**config.mk**
```make
export PLATFORM = sky130hd
export DESIGN_NAME = uart_transceiver_top
export DESIGN_NICKNAME = d
export VERILOG_FILES = /design/src/rtl/uart_pkg.sv /design/src/rtl/uart_baud_cnt.sv /design/src/rtl/uart_transceiver_top.sv
export SDC_FILE = /design/constraint.sdc
export NUM_CORES = 1
export LEC_CHECK = 0
export BUFFER_PORTS_ARGS = -buffer_cell sky130_fd_sc_hd__clkbuf_2
export CELL_PAD_IN_SITES_DETAIL_PLACEMENT = 1
export CELL_PAD_IN_SITES_GLOBAL_PLACEMENT = 2
export CORE_MARGIN = 5
export CORE_UTILIZATION = 40
export DETAILED_ROUTE_END_ITERATION = 8
export PLACE_DENSITY = 0.78
export SLEW_MARGIN = 10
export SYNTH_ARGS = -nofsm -noshare
export SYNTH_HDL_FRONTEND = slang
export SYNTH_SLANG_ARGS = --single-unit
```
**constraint.sdc**
```tcl
create_clock -name clk -period 2.7 [get_ports clk]
set_input_delay 0.675 -clock clk [delete_from_list [all_inputs] [get_ports clk]]
set_output_delay 0.675 -clock clk [all_outputs]
set_load 0.02 [all_outputs]
```
**src/rtl/uart_pkg.sv**
```systemverilog
// Shared definitions for the UART transceiver slice.
//   uart_state_t  : FSM state encoding used by both the TX and RX machines.
//   clks_per_bit  : system clocks per serial bit (integer division).
package uart_pkg;

  typedef enum logic [1:0] {
    ST_IDLE  = 2'd0,
    ST_START = 2'd1,
    ST_DATA  = 2'd2,
    ST_STOP  = 2'd3
  } uart_state_t;

  function automatic int unsigned clks_per_bit(input int unsigned clk_freq,
                                               input int unsigned baud);
    return clk_freq / baud;
  endfunction

endpackage

```
**src/rtl/uart_baud_cnt.sv**
```systemverilog
// Restartable baud-rate counter producing a one-clk tick per bit period.
//   clk, rst   : system clock, asynchronous active-low reset
//   restart    : clear the count; the next tick is one period away
//   half_first : with restart, make the first period half a bit long
//                (lets the receiver land in the middle of each bit)
//   tick       : asserted for one clk on the last count of a period
import uart_pkg::*;

module uart_baud_cnt #(
  parameter int unsigned CLKS_PER_BIT = 104
) (
  input  logic clk,
  input  logic rst,
  input  logic restart,
  input  logic half_first,
  output logic tick
);

  localparam int unsigned W = (CLKS_PER_BIT > 1) ? $clog2(CLKS_PER_BIT) : 1;
  localparam logic [W-1:0] FULL_LAST = W'(CLKS_PER_BIT - 1);
  localparam logic [W-1:0] HALF_LAST = W'(CLKS_PER_BIT / 2 - 1);

  logic [W-1:0] cnt;
  logic         half;

  // tick is not gated by restart: the TX FSM decides to restart on a tick,
  // so gating would form a combinational loop.
  assign tick = (cnt == (half ? HALF_LAST : FULL_LAST));

  always_ff @(posedge clk or negedge rst) begin
    if (!rst) begin
      cnt  <= '0;
      half <= 1'b0;
    end else if (restart) begin
      cnt  <= '0;
      half <= half_first;
    end else if (tick) begin
      cnt  <= '0;
      half <= 1'b0;
    end else begin
      cnt  <= cnt + 1'b1;
    end
  end

endmodule

```
**src/rtl/uart_transceiver_top.sv**
```systemverilog
// Full-duplex 8N1 UART, single clock domain, tick-enable baud timing.
//   clk, rst : system clock, asynchronous active-low reset
//   rx       : serial input (idle high, asynchronous)
//   dintx    : byte to send, captured when a frame starts
//   newd     : level-sensitive transmit request
//   tx       : serial output (idle high)
//   doutrx   : last byte received with a valid stop bit
//   donetx   : one-clk pulse at the end of each TX stop bit
//   donerx   : one-clk pulse when doutrx is loaded
import uart_pkg::*;

module uart_transceiver_top #(
  parameter int unsigned CLK_FREQ = 1000000,
  parameter int unsigned BAUD     = 9600
) (
  input  logic       clk,
  input  logic       rst,
  input  logic       rx,
  input  logic [7:0] dintx,
  input  logic       newd,
  output logic       tx,
  output logic [7:0] doutrx,
  output logic       donetx,
  output logic       donerx
);

  localparam int unsigned CPB = clks_per_bit(CLK_FREQ, BAUD);

  // ---------------------------------------------------------------- TX
  uart_state_t tx_state;
  logic [7:0]  tx_sh;
  logic [2:0]  tx_idx;
  logic        tx_tick;
  logic        tx_restart;

  // A frame starts from IDLE, or straight out of STOP when newd is still
  // held, so back-to-back frames are exactly 10 bit periods apart.
  assign tx_restart = tx_tick && newd &&
                      ((tx_state == ST_IDLE) || (tx_state == ST_STOP));

  uart_baud_cnt #(.CLKS_PER_BIT(CPB)) u_tx_baud (
    .clk        (clk),
    .rst        (rst),
    .restart    (tx_restart),
    .half_first (1'b0),
    .tick       (tx_tick)
  );

  always_ff @(posedge clk or negedge rst) begin
    if (!rst) begin
      tx_state <= ST_IDLE;
      tx_sh    <= '0;
      tx_idx   <= '0;
      tx       <= 1'b1;
      donetx   <= 1'b0;
    end else begin
      donetx <= 1'b0;
      if (tx_tick) begin
        case (tx_state)
          ST_IDLE: begin
            if (newd) begin
              tx_sh    <= dintx;
              tx       <= 1'b0;
              tx_state <= ST_START;
            end
          end
          ST_START: begin
            tx       <= tx_sh[0];
            tx_sh    <= {1'b0, tx_sh[7:1]};
            tx_idx   <= '0;
            tx_state <= ST_DATA;
          end
          ST_DATA: begin
            if (tx_idx == 3'd7) begin
              tx       <= 1'b1;
              tx_state <= ST_STOP;
            end else begin
              tx     <= tx_sh[0];
              tx_sh  <= {1'b0, tx_sh[7:1]};
              tx_idx <= tx_idx + 3'd1;
            end
          end
          ST_STOP: begin
            donetx <= 1'b1;
            if (newd) begin
              tx_sh    <= dintx;
              tx       <= 1'b0;
              tx_state <= ST_START;
            end else begin
              tx_state <= ST_IDLE;
            end
          end
          default: tx_state <= ST_IDLE;
        endcase
      end
    end
  end

  // ---------------------------------------------------------------- RX
  uart_state_t rx_state;
  logic [7:0]  rx_sh;
  logic [2:0]  rx_idx;
  logic        rx_s1, rx_s2, rx_prev;
  logic        rx_fall;
  logic        rx_tick;
  logic        rx_restart;

  always_ff @(posedge clk or negedge rst) begin
    if (!rst) begin
      rx_s1   <= 1'b1;
      rx_s2   <= 1'b1;
      rx_prev <= 1'b1;
    end else begin
      rx_s1   <= rx;
      rx_s2   <= rx_s1;
      rx_prev <= rx_s2;
    end
  end

  // After a framing error the line may stay low; only a fresh high-to-low
  // edge restarts reception, which covers the wait-for-high condition.
  assign rx_fall    = rx_prev & ~rx_s2;
  assign rx_restart = (rx_state == ST_IDLE) && rx_fall;

  uart_baud_cnt #(.CLKS_PER_BIT(CPB)) u_rx_baud (
    .clk        (clk),
    .rst        (rst),
    .restart    (rx_restart),
    .half_first (1'b1),
    .tick       (rx_tick)
  );

  always_ff @(posedge clk or negedge rst) begin
    if (!rst) begin
      rx_state <= ST_IDLE;
      rx_sh    <= '0;
      rx_idx   <= '0;
      doutrx   <= '0;
      donerx   <= 1'b0;
    end else begin
      donerx <= 1'b0;
      case (rx_state)
        ST_IDLE: begin
          if (rx_fall) rx_state <= ST_START;
        end
        ST_START: begin
          if (rx_tick) begin
            if (rx_s2) begin
              rx_state <= ST_IDLE;
            end else begin
              rx_idx   <= '0;
              rx_state <= ST_DATA;
            end
          end
        end
        ST_DATA: begin
          if (rx_tick) begin
            rx_sh <= {rx_s2, rx_sh[7:1]};
            if (rx_idx == 3'd7) rx_state <= ST_STOP;
            else                rx_idx   <= rx_idx + 3'd1;
          end
        end
        ST_STOP: begin
          if (rx_tick) begin
            if (rx_s2) begin
              doutrx <= rx_sh;
              donerx <= 1'b1;
            end
            rx_state <= ST_IDLE;
          end
        end
        default: rx_state <= ST_IDLE;
      endcase
    end
  end

endmodule

```
==> metrics.cfg, run 1 <==
[sta]
fin_crit_ps = 2000
setup_viol = 0
hold_violations = 0
relSlewSlack_pct = 65.74
tns_ps = 0
worstMarginPinSlew_ps = 513.9
rsz0062_at_grt = false
drv_slew = 0
skew_ps = 4.985
timing.final.crit_share_pct = 74.08
fmax_mhz = 499.9

[min_path]
worstHoldPathType = input pin to async pin

[die]
core_mm2 = 0.006026
initial_core_util_pct = 41.76
core.rowCount = 28
ioPinCount = 23
die-area_mm2 = 0.007976
die-width_um = 89.31
die_h_um = 89.31

[yosys]
yosysWarnings = 0
netlist_area_mm2 = 0.002516
syn_nets = 233
synthTopCellsByArea = dfrtp_1 (51%), mux2_2 (7.6%), ha_1 (6.0%), dfstp_2 (4.2%), nor2_1 (3.7%)
synth_top_family_by_area = simple AND/OR/NAND/NOR gates
synth-xor-area-share_pct = 3.133
ys_seq_elements = 55
synth_top_area_share_pct = 50.72
syn_area_per_cell_um2 = 12.04
ys_seq_area_share_pct = 54.90
synth_compound_area_share_pct = 9.547
synth_area_leader_cell = dfrtp_1
synthDistinctLibCells = 42
yosys.area_share.adder_pct = 5.967
synth_mux_area_share_pct = 10.99
syn_inst = 209
synthSimpleGateAreaFrac_pct = 13.53

[grt]
grt_pass1_wl_um = 8424
first_global_vias = 1729
grt.total_usage_pct = 13.79
grt_antenna_before_repair = 0
grt_max_degree = 22
overflow = 0

[placed_design]
hpwl_um = 3588
finalWeightedCongestion = 0.7516
io_buffer_count = 22
place_area_mm2 = 0.002724
place_inst = 305

[power]
p_leak_uw = 0.001349
vdd_drop_max_uv = 364.0
pwr_density_cell_mw_per_mm2 = 635.2

[critical_path]
path_buf_inv = 1
cp_max_fo = 8
critPathArrivalTime_ps = 2210
crit_family = simple AND/OR/NAND/NOR gates
path_cells = inv_1, ha_1, nor2b_1, or4_4, mux2_4
max_stage_delay_ps = 470
cp-start-kind = register
cp.required_ps = 2910
slowest_stage = or4_4
end_kind = register
setup.worst_path.class = register to register

[cts]
cts_buffers = 5
postCtsSetupBuffers = 0
htreeDepth = 2
clk_latency_ps = 310
clk_path_buf_depth = 2
path_clk_slew_ps = 100
numClockSinks = 55
cts_resized = 0
tritoncts = built
cts_hold_buf = 0
cts_root_buf = clkbuf_8

[drt]
vias_per_cell = 5.118
ant_nets = 0
wl_per_cell_um = 15.42
wl_um = 4826
vias = 1602
dr.first_iter.drc_count = 61
drcViolationCount = 0
dr.pass1.iters = 4

[cells_and_area]
stdcell_count = 313
fin_nets = 261
design_area_mm2 = 0.002840
nFillCells = 657
syn_to_final_growth_pct = 12.88
n_antenna_cell = 0
drive_above_1_share_pct = 27.31

[job]
maxCapViolations = 0

[run_status]
status = complete, no violations

stage by stage:
stage	setup WS (ps)	power [uW]	hold slack, ps	util [%]
global placement	694.2	1242	346.5	45.20
floorplan	639.6	1174	345.2	-
detailed placement	689.4	1259	357.8	45.20
finish	699.8	1804	319.0	47.13
global route	499.0	1920	361.4	47.13
CTS	664.6	1838	337.8	47.13
report_power, final:
group | internal (uW) | total [uW] | switching, uW
logic | 118 | 245 | 126
registers | 909 | 998 | 89.0
clock network | 281 | 561 | 280
path summary, 6_finish.rpt:
| check | to | slack (ps) | from | cells after the start |
|---|---|---|---|---|
| worst max-delay path | tx_state[1] | 700 | tx_state[0] | 5 |
| worst min-delay path | rx_idx[1] | 320 | rst | 1 |
| worst max register to register | tx_state[1] | 700 | tx_state[0] | 5 |
| worst min register to register | rx_s2 | 370 | rx_s1 | 0 |
| max in group asynchronous | rx_s2 | 1660 | rst | 2 |
| min in group clk | rx_s2 | 370 | rx_s1 | 0 |
layer usage:
layer	global-route usage [%]	share of wire, %	up-vias
li1	-	-	788
met1	18.68	49	789
met2	22.10	47	20
met3	3.779	3.8	5
met4	3.248	0.87	0
met5	0	0	-
area by class of cell:
| class | instances | area, um2 | share of cell area, % |
|---|---|---|---|
| Sequential cell | 55 | 1381 | 48.63 |
| Multi-Input combinational cell | 142 | 1086 | 38.24 |
| Timing Repair Buffer | 25 | 132.6 | 4.670 |
| Tap cell | 75 | 93.84 | 3.304 |
| Clock buffer | 5 | 68.82 | 2.423 |
| Clock inverter | 3 | 47.55 | 1.674 |
| Inverter | 8 | 30.03 | 1.057 |
cell usage after synthesis:
library cell / instances
dfrtp_1: 51
o22ai_1: 2
a22o_1: 2
and4bb_1: 2
ha_1: 12
clkbuf_1: 3
o21bai_1: 2
or2_2: 1
and3_1: 2
nor3_1: 2
buf_4: 1
and2_1: 2
a21oi_2: 1
or2_1: 1
mux2i_1: 7
or4b_1: 1
o21ai_2: 2
nand2b_1: 2
inv_1: 8
nor2b_1: 2
or3b_4: 1
a21oi_1: 10
o21ba_2: 1
mux2_4: 1
and2b_1: 1
xor2_1: 4
or4_4: 1
nand3_1: 14
or3b_2: 1
dfstp_2: 4
nor3b_1: 1
a2111oi_2: 1
mux2_2: 17
a21o_1: 1
o21ai_0: 7
nand2_1: 2
a311oi_1: 1
xnor2_1: 5
nand3b_1: 2
a2111oi_4: 1
o31ai_1: 2
nor2_1: 25
placed cells by master, fill, tap and decap left out, drive strengths merged, types with 3 or more instances in the layout:
master and instances:
ha 12, mux2 18, o21ai 9, nand3 14
clkbuf 27, xnor2 5, dfstp 4, inv 9
buf 3, a21oi 11, dfrtp 51, mux2i 7
xor2 4, nor2 25
cells by family (layout without fill, tap and decap cells):
| logic type | after synthesis | after routing |
|---|---|---|
| adder cells (fa/ha/maj) | 12 | 12 |
| AND/OR/NAND/NOR | 63 | 63 |
| XOR/XNOR | 9 | 9 |
| multiplexers | 25 | 25 |
| flip-flops | 55 | 55 |
| buffers and inverters | 12 | 41 |
| AO/OA/AOI/OAI | 33 | 33 |
sequential cells by signal, indices dropped and copies added, names as in the netlist, named ones only:
signal	flops
donetx	1
donerx	1
rx_s2	1
tx	1
rx_prev	1
u_rx_baud.cnt	7
u_tx_baud.cnt	7
tx_idx	3
tx_sh	8
tx_state	2
rx_s1	1
u_rx_baud.half	1
rx_state	1
doutrx	8
rx_idx	3
rx_sh	8
No activity file was read; power rests on OpenSTA's default activity.
==> run 2, diff against run 1 <==
ABC_AREA = 1   (was not set)
CORE_UTILIZATION = 37   (was 40)
PLACE_DENSITY = 0.77   (was 0.78)
clock period = 2 ns   (was 2.7 ns; I/O delays follow)
==> run 2 against run 1 <==
Against the previous run: count of clock-buffer cells in the layout unchanged; routed wire length grew 8.6%; final cell count is 31% higher; synthesized area up 5.1%; combinational power up 37%; total power up 23%; global-route usage fell by 0.49 points; non-clock buffer count is 2 higher; first-iteration DRC count shrank 46%; flip-flop and latch count is the same; clock skew increased by 5.8 ps.
==> metrics.cfg, run 2 <==
[run_status]
status = complete, no violations

[critical_path]
setup.worst_path.class = register to register
end_kind = register
r2r-start = tx_state[0]
cp_max_fo = 9  ; +1
crit_start = tx_state[0]
cp-start-kind = register
cp.required_ps = 2210  ; -700 ps
critPathArrivalTime_ps = 1860  ; -350 ps

[power]
p_clk_share_pct = 28.5  ; -2.6 points
seqPwrFrac_pct = 56.3  ; +1.0 points
p_int_uw = 1562  ; +19%
vdd_drop_max_uv = 300.0  ; -18%
p_leak_uw = 0.001624  ; +20%
netSwitchingFraction_pct = 29.46  ; +2.0 points
pwr_density_cell_mw_per_mm2 = 741.6  ; +17%
p_sw_uw = 652.5  ; +32%
power_uw = 2215  ; +23%
pwr-share-comb_pct = 15.1  ; +1.5 points

[cells_and_area]
drive_above_1_share_pct = 21.59  ; -5.7 points
reg_top3 = doutrx (8), rx_sh (8), tx_sh (8)
finish.utilization_pct = 43.48  ; -3.7 points
mostFrequentLayoutCells = nand2_1 (85), dfrtp_1 (51), clkbuf_2 (22), inv_1 (21), nor2_1 (21)
layout_commonest_cell = nand2_1
design_area_mm2 = 0.002987  ; +5.2%
n_antenna_cell = 0  ; unchanged
multiInputGateArea_mm2 = 0.001107  ; +2.0%
fin_nets = 338  ; +30%
syn_to_final_growth_pct = 12.91  ; about the same
seq_area_mm2 = 0.001381  ; unchanged
nFillCells = 848  ; +29%

[grt]
grt_antenna_before_repair = 0  ; unchanged
globalRouteMet1Util_pct = 16.09  ; -2.6 points
grt_max_degree = 23  ; +4.5%
met3_usage_pct = 3.267  ; -0.51 points
overflow = 0  ; unchanged
grt.total_usage_pct = 13.30  ; -0.49 points
first_global_vias = 2063  ; +19%
gr-max-usage-layer = met2
grt_pass1_wl_um = 9418  ; +12%
use_met2_pct = 23.35  ; +1.2 points

[yosys]
synth_flop_cell = dfrtp_1
syn_area_per_cell_um2 = 9.314  ; -23%
syn_nets = 308  ; +32%
synth_edf_count = 0  ; unchanged
synth_mux_area_share_pct = 2.980  ; -8.0 points
synth-xor-area-share_pct = 0.6623  ; -2.5 points
ys_seq_area_share_pct = 52.22  ; -2.7 points
async_reset_ff_share_pct = 100.0  ; unchanged
synthSimpleGateAreaFrac_pct = 26.77  ; +13 points
syn_inst = 284  ; +36%
netlist_area_mm2 = 0.002645  ; +5.1%
synthDistinctLibCells = 35  ; -17%
synth_top_area_share_pct = 48.25  ; -2.5 points
synthTopCellsByArea = dfrtp_1 (48%), nand2_1 (12%), ha_1 (5.7%), dfstp_2 (4.0%), nand3_1 (3.8%)
yosys.area_share.adder_pct = 5.676  ; -0.29 points
ys_seq_elements = 55  ; unchanged
synth_area_leader_cell = dfrtp_1
synth_top_family_by_area = simple AND/OR/NAND/NOR gates
synth_compound_area_share_pct = 5.771  ; -3.8 points
yosysWarnings = 0  ; unchanged
yosys-top-cells-count = nand2_1 (85), dfrtp_1 (51), inv_1 (21), nor2_1 (21), nand3_1 (20)
synth.most_common_cell = nand2_1

[drt]
drcViolationCount = 0  ; unchanged
vias = 1907  ; +19%
dr.pass1.iters = 4  ; unchanged
wl_per_cell_um = 12.75  ; -17%
ant_nets = 0  ; unchanged
vias_per_cell = 4.640  ; -9.3%
wl_um = 5240  ; +8.6%
dr.first_iter.drc_count = 33  ; -46%

[cts]
clk_path_buf_depth = 2  ; unchanged
cts_resized = 0  ; unchanged
tritoncts = built
cts_buffers = 5  ; unchanged
cts_hold_buf = 0  ; unchanged
htreeDepth = 2  ; unchanged
numClockSinks = 55  ; unchanged
path_clk_slew_ps = 110  ; about the same
postCtsSetupBuffers = 0  ; unchanged
cts_root_buf = clkbuf_8
clk_latency_ps = 310  ; about the same

[die]
initial_core_util_pct = 38.51  ; -3.3 points
core.rowCount = 30  ; +7.1%
die_h_um = 94.55  ; +5.9%
die-width_um = 94.55  ; +5.9%
core_mm2 = 0.006869  ; +14%
die-area_mm2 = 0.008940  ; +12%
ioPinCount = 23  ; unchanged

[placed_design]
finalWeightedCongestion = 0.7485  ; -0.41%
hpwl_um = 4011  ; +12%
io_buffer_count = 22  ; unchanged
place_area_mm2 = 0.002893  ; +6.2%

[sta]
drv_slew = 0  ; unchanged
setup_viol = 0  ; unchanged
fin_crit_ps = 1648  ; -352.5 ps
tns_ps = 0  ; unchanged
fmax_mhz = 606.9  ; +21%
hold_violations = 0  ; unchanged
worstMarginPinSlew_ps = 528.1  ; +14.18 ps
rsz0062_at_grt = false
skew_ps = 10.82  ; +5.837 ps
timing.final.crit_share_pct = 82.39  ; +8.3 points
relSlewSlack_pct = 64.79  ; -0.95 points

[job]
maxCapViolations = 0  ; unchanged

[min_path]
worstHoldPathType = input pin to async pin

-- run 2: changes by cell type in the layout (fill, tap and decap cells not counted), sizes merged, moves of 5 or more --
cell   change
xnor2      -5
inv       +17
mux2i      -7
mux2      -11
o21ai      +9
nand3      +9
nand2     +86
-- run 2: path summary, 6_finish.rpt --
check / end / slack, ps / cells past startpoint
max: tx_sh[5] / 350 / 6
min: async pin / 150 / 1
max reg2reg: tx_sh[5] / 350 / 6
min reg2reg: rx_s2 / 370 / 0
max in group asynchronous: rx_s1 / 1290 / 2
min in group clk: rx_s1 / 260 / 1
-- run 2: per-stage QoR --
stage	worst slack, ps	cells	hold slack, ps
2_1_floorplan	403.8	284	204.4
3_3_place_gp	364.4	403	356.8
3_5_place_dp	366.2	403	353.2
4_1_cts	344.1	411	154.2
5_1_grt	246.3	411	150.9
6_report	352.3	411	146.8
-- run 2: power groups by stage --
stage	Clock (uW)	Combinational, uW	Sequential (uW)
5_1_grt	720	395	1260
2_1_floorplan	0	256	1260
4_1_cts	667	347	1250
6_report	631	336	1250
3_3_place_gp	0	337	1270
3_5_place_dp	0	346	1270
-- run 2: final cells by class --
cell class | count | area share (%)
inverter | 28 | 3.729
clock inverter | 3 | 0.8379
clock buffer | 5 | 2.304
sequential | 55 | 46.25
multi-input combinational | 197 | 37.08
tap | 96 | 4.022
timing repair buffer | 27 | 5.781
-- run 2: cells by family (layout without fill, tap and decap cells) --
| logic type | Yosys count | in the layout |
|---|---|---|
| compound gates | 28 | 28 |
| buf+inv | 32 | 63 |
| fa+ha+maj | 12 | 12 |
| simple gates | 148 | 148 |
| flops | 55 | 55 |
| mux | 7 | 7 |
| xor+xnor | 2 | 2 |
-- run 2: layer usage --
layer  vias to the layer above  wire (um)
met5                         -          0
met4                         0         72
met3                         6        129
met2                        21       2592
met1                       914       2445
li1                        966          -
-- run 2: worst max-delay path: stages (launching register included) --
cell	delay, ps
dfrtp_1	440
inv_1	140
ha_1	330
buf_4	180
mux2_2	340
nand3_1	60
nand2_1	60
==> run 3, diff against run 2 <==
clock period = 1.7 ns   (was 2 ns; I/O delays follow)
==> run 3 against run 2 <==
Against the previous run: sequential power increased by 18%; count of clock-buffer cells in the layout increased by 1; register-to-register slack got worse by 230 ps; setup slack got worse by 230 ps; routed wire length decreased by 2.5%; largest power group unchanged; clock skew decreased by 2.8 ps; cell area increased by 2.3%; fmax increased by 4.4%; highest routed layer unchanged; core utilization increased by 1.0 points.
==> metrics.cfg, run 3 (synthesis gave the netlist of run 2 again) <==
[cts]
cts_hold_buf = 0  ; unchanged
htreeDepth = 2  ; unchanged
numClockSinks = 55  ; unchanged
cts_root_buf = clkbuf_8
path_clk_slew_ps = 100  ; about the same
cts_buffers = 5  ; unchanged
clk_path_buf_depth = 2  ; unchanged
clk_latency_ps = 300  ; about the same
tritoncts = built

[placed_design]
place_area_mm2 = 0.002910  ; +0.61%
io_buffer_count = 22  ; unchanged
finalWeightedCongestion = 0.8085  ; +8.0%
hpwl_um = 3665  ; -8.6%
pre_cts_ws_ps = 87.15  ; -279.0 ps
place_inst = 407  ; +0.99%

[critical_path]
end_kind = register
slowest_stage = dfrtp_1
reg2reg_depth = 6  ; unchanged
critPathArrivalTime_ps = 1770  ; -90 ps
cp_max_fo = 8  ; -1
max_stage_delay_ps = 410  ; -30 ps
path_cells = inv_1, ha_4, buf_4, mux2_2, nand3_1, nand2_1
setup.worst_path.class = register to register
crit_start = tx_state[0]
r2r-start = tx_state[0]
cp-start-kind = register
cp.required_ps = 1900  ; -310 ps
rr_endpoint = tx_sh[3]
r2r_slack_ps = 120  ; -230 ps

[cells_and_area]
seq_area_mm2 = 0.001381  ; unchanged
reg_top3 = doutrx (8), rx_sh (8), tx_sh (8)
fin_nets = 344  ; +1.8%
stdcell_count = 417  ; +1.5%
finish.utilization_pct = 44.48  ; +1.0 points
drive_above_1_share_pct = 23.36  ; +1.8 points
multiInputGateArea_mm2 = 0.001120  ; +1.1%
n_antenna_cell = 0  ; unchanged
layout_commonest_cell = nand2_1
syn_to_final_growth_pct = 15.52
nFillCells = 816  ; -3.8%
mostFrequentLayoutCells = nand2_1 (85), dfrtp_1 (51), clkbuf_2 (22), inv_1 (21), nor2_1 (21)
design_area_mm2 = 0.003055  ; +2.3%

[drt]
vias = 1917  ; +0.52%
ant_nets = 0  ; unchanged
dr.pass1.iters = 3  ; -1
wl_per_cell_um = 12.25  ; -3.9%
drcViolationCount = 0  ; unchanged
dr.first_iter.drc_count = 51  ; +55%
vias_per_cell = 4.597  ; -0.92%
wl_um = 5107  ; -2.5%

[sta]
tns_ps = 0  ; unchanged
worstMarginPinSlew_ps = 309.3  ; -218.8 ps
timing.final.crit_share_pct = 92.80  ; +10 points
relSlewSlack_pct = 79.38  ; +15 points
skew_ps = 7.997  ; -2.825 ps
fmax_mhz = 633.9  ; +4.4%
fin_crit_ps = 1578  ; -70.19 ps
hold_violations = 0  ; unchanged
drv_slew = 0  ; unchanged
setup_viol = 0  ; unchanged
fin_ws_ps = 122.5  ; -229.8 ps

[die]
initial_core_util_pct = 38.51  ; unchanged
core.rowCount = 30  ; unchanged
core_mm2 = 0.006869  ; unchanged
die-area_mm2 = 0.008940  ; unchanged
die_h_um = 94.55  ; unchanged
die-width_um = 94.55  ; unchanged
ioPinCount = 23  ; unchanged

[grt]
grt_max_degree = 56  ; +140%
grt_pass1_wl_um = 9018  ; -4.2%
grt_antenna_before_repair = 0  ; unchanged
grt.total_usage_pct = 12.61  ; -0.69 points
overflow = 0  ; unchanged
first_global_vias = 1972  ; -4.4%

[job]
maxCapViolations = 0  ; unchanged

[min_path]
worstHoldPathType = input pin to async pin

[power]
vdd_drop_max_uv = 367.2  ; +22%
p_leak_uw = 0.001665  ; +2.5%
pwr_density_cell_mw_per_mm2 = 909.9  ; +23%

[run_status]
status = complete, no violations

## run 3: changes by cell type in the layout (fill, tap and decap cells not counted), sizes merged
cell and change:
buf +6, clkinv -1, bufinv +1, clkbuf +1, clkinvlp -1
## run 3: critical path: cells and delay by family, from the launching register on
family	cells	cell delay, ps
fa+ha+maj	1	300
mux	1	340
buf+inv	2	300
flops	1	410
simple gates	2	120
## run 3: metal layers
metal  global-route usage [%]  routed length (um)
met5                        0                   0
met3                    2.629                 127
met2                    21.93                2425
met4                    3.966                  63
met1                    15.64                2491
## run 3: worst max path at each step
stage                  endpoint  depth (start not counted)
floorplan              tx_sh[7]                          8
global placement       tx_sh[4]                          6
detailed placement     tx_sh[2]                          6
CTS                    tx_sh[5]                          6
global route        tx_state[1]                          7
finish                 tx_sh[3]                          6
## run 3: cell type report
class	count	area share, %
Sequential cell	55	45.21
Clock inverter	2	1.147
Multi-Input combinational cell	197	36.65
Timing Repair Buffer	33	6.716
Clock buffer	6	2.703
Tap cell	96	3.931
Inverter	28	3.645
## run 3: timing repair
action / 4_1_cts / 5_1_grt
setup endpoints to repair: 0 / 7
gates resized for setup: 0 / 1
buffers inserted: 0 / 2
## run 3: report_power, final
group	total (uW)	leakage, uW	switching [uW]	internal, uW
clock	904	0.0000612	426	477
sequential	1470	0.000724	72.9	1400
combinational	408	0.000880	253	154
## run 3: stage by stage
stage	hold slack, ps	power [uW]
2_1_floorplan	129.4	1781
3_3_place_gp	355.8	1893
3_5_place_dp	356.0	1907
4_1_cts	117.0	2826
5_1_grt	118.6	2950
6_report	91.26	2780
